**config.mk**
```make
export PLATFORM = sky130hd
export DESIGN_NAME = atsc_tx_mapper
export DESIGN_NICKNAME = d
export VERILOG_FILES = /design/src/rtl/atsc_tx_pkg.sv /design/src/rtl/atsc_tx_level_map.sv /design/src/rtl/atsc_tx_mapper.sv
export SDC_FILE = /design/constraint.sdc
export NUM_CORES = 1
export LEC_CHECK = 0
export CAP_MARGIN = 20
export CORE_MARGIN = 1.5
export CORE_UTILIZATION = 55
export DETAILED_ROUTE_END_ITERATION = 6
export GPL_TIMING_DRIVEN = 0
export PLACE_DENSITY = 0.92
export SYNTH_ARGS = -nofsm -noshare
export SYNTH_HDL_FRONTEND = slang
export SYNTH_SLANG_ARGS = --single-unit
```
**constraint.sdc**
```tcl
create_clock -name ce_clk -period 16.9 [get_ports ce_clk]
set_input_delay 3.38 -clock ce_clk [delete_from_list [all_inputs] [get_ports ce_clk]]
set_output_delay 3.38 -clock ce_clk [all_outputs]
set_load 0.01 [all_outputs]
```
**src/rtl/atsc_tx_pkg.sv**
```systemverilog
// Shared constants for the ATSC 8VSB transmit mapper: segment geometry,
// the segment sync pattern and the default settings-bus addresses.
package atsc_tx_pkg;

    localparam int unsigned SEG_LEN       = 832;
    localparam int unsigned SYNC_LEN      = 4;
    localparam int unsigned SEG_PER_FIELD = 313;

    localparam logic [7:0]  DEF_CTRL_ADDR = 8'd128;
    localparam logic [7:0]  DEF_GAIN_ADDR = 8'd129;
    localparam logic [11:0] DEF_GAIN      = 12'd1024;

    localparam logic signed [3:0] SYNC_LEVEL [0:3] = '{4'sd5, -4'sd5, -4'sd5, 4'sd5};

    typedef enum logic {
        ST_SYNC = 1'b0,
        ST_DATA = 1'b1
    } tx_state_e;

    // 2*sym-7 equals {sym,1} - 8, i.e. {sym,1} with its sign bit flipped.
    function automatic logic signed [3:0] sym_to_level(input logic [2:0] sym);
        return {~sym[2], sym[1:0], 1'b1};
    endfunction

endpackage

```
**src/rtl/atsc_tx_level_map.sv**
```systemverilog
// Combinational mapping of a signed 8VSB level to a saturated 16-bit I sample:
// level*gain plus an optional pilot offset of 1.25*gain.
module atsc_tx_level_map (
    input  logic signed [3:0]  level_i,
    input  logic        [11:0] gain_i,
    input  logic               pilot_en_i,
    output logic        [15:0] i_o
);

    logic signed [17:0] level_s;
    logic signed [17:0] gain_s;
    logic signed [17:0] prod_s;
    logic signed [17:0] pilot_s;
    logic signed [17:0] sum_s;
    logic        [17:0] gain5;

    // 18 bits covers the worst case 7*4095 + 5118 without wrap.
    always_comb begin
        level_s = {{14{level_i[3]}}, level_i};
        gain_s  = {6'd0, gain_i};
        prod_s  = level_s * gain_s;
        gain5   = {6'd0, gain_i} * 18'd5;
        pilot_s = pilot_en_i ? $signed(gain5 >> 2) : 18'sd0;
        sum_s   = prod_s + pilot_s;
        if (sum_s > 18'sd32767) begin
            i_o = 16'h7fff;
        end else if (sum_s < -18'sd32768) begin
            i_o = 16'h8000;
        end else begin
            i_o = sum_s[15:0];
        end
    end

endmodule

```
**src/rtl/atsc_tx_mapper.sv**
```systemverilog
// ATSC 8VSB segment builder: inserts the 4-word segment sync, maps input
// symbols to scaled I samples and emits one registered AXIS word per load.
module atsc_tx_mapper
    import atsc_tx_pkg::*;
#(
    parameter logic [7:0]  SR_CTRL_ADDR = DEF_CTRL_ADDR,
    parameter logic [7:0]  SR_GAIN_ADDR = DEF_GAIN_ADDR,
    parameter int unsigned SEG_WRAP     = SEG_PER_FIELD
) (
    input  logic        ce_clk,
    input  logic        ce_rst,
    input  logic        set_stb,
    input  logic [7:0]  set_addr,
    input  logic [31:0] set_data,
    input  logic [31:0] in_tdata,
    input  logic        in_tlast,
    input  logic        in_tvalid,
    output logic        in_tready,
    output logic [31:0] out_tdata,
    output logic        out_tlast,
    output logic        out_tvalid,
    input  logic        out_tready,
    output logic [8:0]  seg_count,
    output logic        dbg_state
);

    // Handshake: a beat transfers on a rising edge where valid and ready are
    // both high; a source holding valid keeps its data stable until then.

    localparam logic [9:0] LAST_IDX  = 10'(SEG_LEN - 1);
    localparam logic [9:0] LAST_SYNC = 10'(SYNC_LEN - 1);
    localparam logic [8:0] LAST_SEG  = 9'(SEG_WRAP - 1);

    tx_state_e   state_q, state_d;
    logic [9:0]  idx_q, idx_d;
    logic [8:0]  seg_q, seg_d;
    logic [1:0]  ctrl_q, ctrl_d;
    logic [11:0] gain_q, gain_d;
    logic        valid_q, valid_d;
    logic [31:0] tdata_q, tdata_d;
    logic        tlast_q, tlast_d;

    logic              enable;
    logic              out_free;
    logic              load;
    logic signed [3:0] level;
    logic [15:0]       i_sample;

    assign enable = ctrl_q[0];

    atsc_tx_level_map u_level_map (
        .level_i    (level),
        .gain_i     (gain_q),
        .pilot_en_i (ctrl_q[1]),
        .i_o        (i_sample)
    );

    always_comb begin
        state_d   = state_q;
        idx_d     = idx_q;
        seg_d     = seg_q;
        ctrl_d    = ctrl_q;
        gain_d    = gain_q;
        valid_d   = valid_q;
        tdata_d   = tdata_q;
        tlast_d   = tlast_q;
        in_tready = 1'b0;
        load      = 1'b0;
        out_free  = !valid_q || out_tready;
        level     = SYNC_LEVEL[idx_q[1:0]];

        if (set_stb && set_addr == SR_CTRL_ADDR) ctrl_d = set_data[1:0];
        if (set_stb && set_addr == SR_GAIN_ADDR) gain_d = set_data[11:0];

        case (state_q)
            ST_SYNC: begin
                load = enable && out_free;
            end
            ST_DATA: begin
                in_tready = enable && out_free;
                load      = in_tready && in_tvalid;
                level     = sym_to_level(in_tdata[2:0]);
            end
            default: ;
        endcase

        if (valid_q && out_tready) begin
            valid_d = 1'b0;
            if (tlast_q) seg_d = (seg_q == LAST_SEG) ? 9'd0 : seg_q + 9'd1;
        end

        if (load) begin
            valid_d = 1'b1;
            tdata_d = {i_sample, 16'h0000};
            tlast_d = (idx_q == LAST_IDX);
            idx_d   = (idx_q == LAST_IDX) ? 10'd0 : idx_q + 10'd1;
            if (state_q == ST_SYNC && idx_q == LAST_SYNC) state_d = ST_DATA;
            if (state_q == ST_DATA && idx_q == LAST_IDX)  state_d = ST_SYNC;
        end

        // Disabling abandons the segment; a pending word still drains.
        if (!enable) begin
            state_d = ST_SYNC;
            idx_d   = 10'd0;
            seg_d   = 9'd0;
        end
    end

    always_ff @(posedge ce_clk or posedge ce_rst) begin
        if (ce_rst) begin
            state_q <= ST_SYNC;
            idx_q   <= 10'd0;
            seg_q   <= 9'd0;
            ctrl_q  <= 2'b00;
            gain_q  <= DEF_GAIN;
            valid_q <= 1'b0;
            tdata_q <= 32'd0;
            tlast_q <= 1'b0;
        end else begin
            state_q <= state_d;
            idx_q   <= idx_d;
            seg_q   <= seg_d;
            ctrl_q  <= ctrl_d;
            gain_q  <= gain_d;
            valid_q <= valid_d;
            tdata_q <= tdata_d;
            tlast_q <= tlast_d;
        end
    end

    assign out_tdata  = tdata_q;
    assign out_tlast  = tlast_q;
    assign out_tvalid = valid_q;
    assign seg_count  = seg_q;
    assign dbg_state  = (state_q == ST_DATA);

    logic unused_bits;
    assign unused_bits = ^{set_data[31:12], in_tdata[31:3], in_tlast};

endmodule

```
==> flow_summary.ini <==
[pwr]
intPower_uw = 259.5
pwr-share-clk = 0.213
pwr-share-seq = 0.384
p_leak_uw = 0.003383
p_sw_frac = 0.3368
p_sw_uw = 131.8
power.share.combinational = 0.403
power_density_nw_per_um2 = 59.81
ir_worst_vdd_mv = 0.03496

[clock_tree]
clk_path_buf_depth = 2
numCtsBuffers = 5
post_cts_buffers = 0
cts_sinks = 52
path_clk_slew_ns = 0.09
cts_max_level = 2
clock_latency_ns = 0.31
cts_tree = done
root_buffer = clkbuf_8
cts_hold_buf = 0
cts.repair.resized = 0

[floorplan]
die_h_um = 104.3
die_w_um = 104.3
die-area_um2 = 10870
start_util = 0.5719
io_pins = 123
fp-row-count = 36
core_area_um2 = 9864

[finish]
antennaDiodeCount = 0
num-nets-final = 869
drive_gt1_frac = 0.1144
syn_to_final_growth_pct = 15.99
fillers = 752
fin_util = 0.6634
multi_input_comb_area_um2 = 4009
register_area_um2 = 1303

[synth]
synth_cells = 621
syn_area_um2 = 5642
ys_types = 70
yosys.area.top_type = dfrtp_1
yosysMostFrequentCell = ha_1
yosysSeqAreaShare = 0.2309
synth-seq-cells = 52
yosys_warnings = 0
yosys-top-cells-count = ha_1 (68), nand2_1 (63), dfrtp_1 (51)
synth_top_area_share = 0.2262
ys.flop_type = dfrtp_1
synth.area.top_cells = dfrtp_1 (23%), ha_1 (15%), fa_1 (8.2%), nand2_1 (4.2%), o21ai_0 (3.2%)
avgSynthCellArea_um2 = 9.085
synth_edf_count = 0
ys_async_sr_fraction = 1.000

[global_routing]
grt_pass1_vias = 4862
grt_max_degree = 35
antenna_found_initial = 0
grt_overflow = 0
track_usage = 0.2381
grt_pass1_wl_um = 21930

[setup_path]
slowest_stage = fa_1
r2r_slack_ns = 9.46
critPathMaxStageDelay_ns = 0.60
rr_startpoint = idx_q[0]
worstReg2RegEnd = out_tdata[29]
endpoint_kind = register
start_kind = input pin
cp_num_cells = 26
cp_top_family = compound AO/OA/AOI/OAI gates
reg2reg_depth = 25
path_class = in2reg
cp.required_ns = 17.09
crit_buf_inv = 4
critPathMaxFanout = 10
cp.arrival_ns = 10.11

[worst_hold_path]
min_from = out_tdata[31]
min_path_cells = 1
whs_endpoint = out_tdata[31]
hold_class = reg2reg

[place]
hpwl_um = 10150
portBuffers = 56
gp_congestion = 0.8903
pre_cts_ws_ns = 6.699

[route]
drt_wl_total_um = 12610
drcViolationCount = 0
antenna_left = 0
routed-via-count = 4853
first_iter_violations = 260
wl_per_cell_um = 15.16
drt-vias-per-instance = 5.833
first_pass_iters = 4

[sta]
hold_viol = 0
finalSetupTns_ns = 0
timing.final.crit_period_ns = 9.926
worst_slew_pin_slew_ns = 1.098
rsz0062_at_grt = false
finalCritPeriodShare = 0.5874
maxClockFrequency_mhz = 100.7
setup_violations = 0
maxSlewHeadroom = 0.2583
fin_skew_ns = 0.007474
slew_violations = 0
setup_ws_ns = 6.974

[run_status]
status = finished, final reports clean

[run]
cap_violations = 0
[per-layer routing]
| metal | routed length (um) | GRT usage |
|---|---|---|
| met5 | 0 | 0 |
| met2 | 6569 | 0.4253 |
| met3 | 505 | 0.03258 |
| met1 | 5271 | 0.2928 |
| met4 | 263 | 0.08036 |
[per-stage QoR]
step / hold WS [ns] / instance area, um2 / instances / total power (uW)
finish: 0.4944 / 6544 / 832 / 391.4
global route: 0.5198 / 6544 / 832 / 415.5
CTS: 0.5029 / 6544 / 832 / 392.6
detailed placement: 0.4790 / 6445 / 826 / 309.3
global placement: 0.4794 / 6425 / 825 / 303.5
floorplan: 0.4729 / 5698 / 636 / 253.1
[cell type report]
cell class / count / area share
timing repair buffer: 57 / 0.08872
inverter: 34 / 0.01950
sequential: 52 / 0.1990
buffer: 35 / 0.03958
tap: 133 / 0.02543
multi-input combinational: 515 / 0.6126
clock inverter: 1 / 0.004589
clock buffer: 5 / 0.01052
[layout by cell type (no fill, tap or decap), types with 6 or more instances in the layout]
cell,instances
a21o_1,13
o31ai_1,7
dfrtp_1,51
xor2_1,10
clkdlybuf4s50_1,56
conb_1,16
nor2_1,38
nor2b_1,16
and2_1,10
inv_1,33
nor3_1,8
clkbuf_8,8
clkbuf_1,9
mux2_2,13
o211ai_2,10
and3_1,12
ha_1,68
fa_1,23
nand2b_1,12
nand2_1,63
or2_2,6
nand3_1,20
a21oi_1,28
xnor2_1,15
buf_4,17
o21ai_0,36
o211ai_1,19
[cell families (layout without fill, tap and decap cells)]
logic type                 count (synthesis)  after routing  share of synthesized area
other                                      1             16                  0.0006647
adders and majority gates                 91             91                     0.2324
AOI/OAI and AO/OA                        153            153                     0.1978
DFF                                       52             52                     0.2309
xor gates and xnor gates                  26             26                    0.04369
buffers and inverters                     69            132                    0.06853
muxes                                     18             18                    0.03482
and+or+nand+nor                          211            211                     0.1912
[state kept, by name, indices dropped and copies added (netlist names)]
signal,flops
idx_q,10
gain_q,12
out_tvalid,1
out_tdata,16
seg_count,9
ctrl_q,2
out_tlast,1
dbg_state,1
[worst max-delay path by stage]
stage	start	to	slack [ns]
3_3_place_gp	in_tdata[2]	out_tdata[29]	6.92
6_report	in_tdata[2]	out_tdata[29]	6.97
2_1_floorplan	in_tdata[0]	out_tdata[25]	8.09
3_5_place_dp	in_tdata[2]	out_tdata[29]	6.70
5_1_grt	in_tdata[2]	out_tdata[28]	6.61
4_1_cts	in_tdata[2]	out_tdata[29]	6.98
[power by group through the flow]
stage | logic (uW) | registers, uW | clock network (uW)
after CTS | 158 | 150 | 84.2
final | 158 | 150 | 83.5
after global placement | 152 | 152 | 0
after detailed placement | 157 | 153 | 0
after global routing | 174 | 153 | 89.3
after floorplan | 96.6 | 157 | 0
No activity file was read; power rests on OpenSTA's default activity.
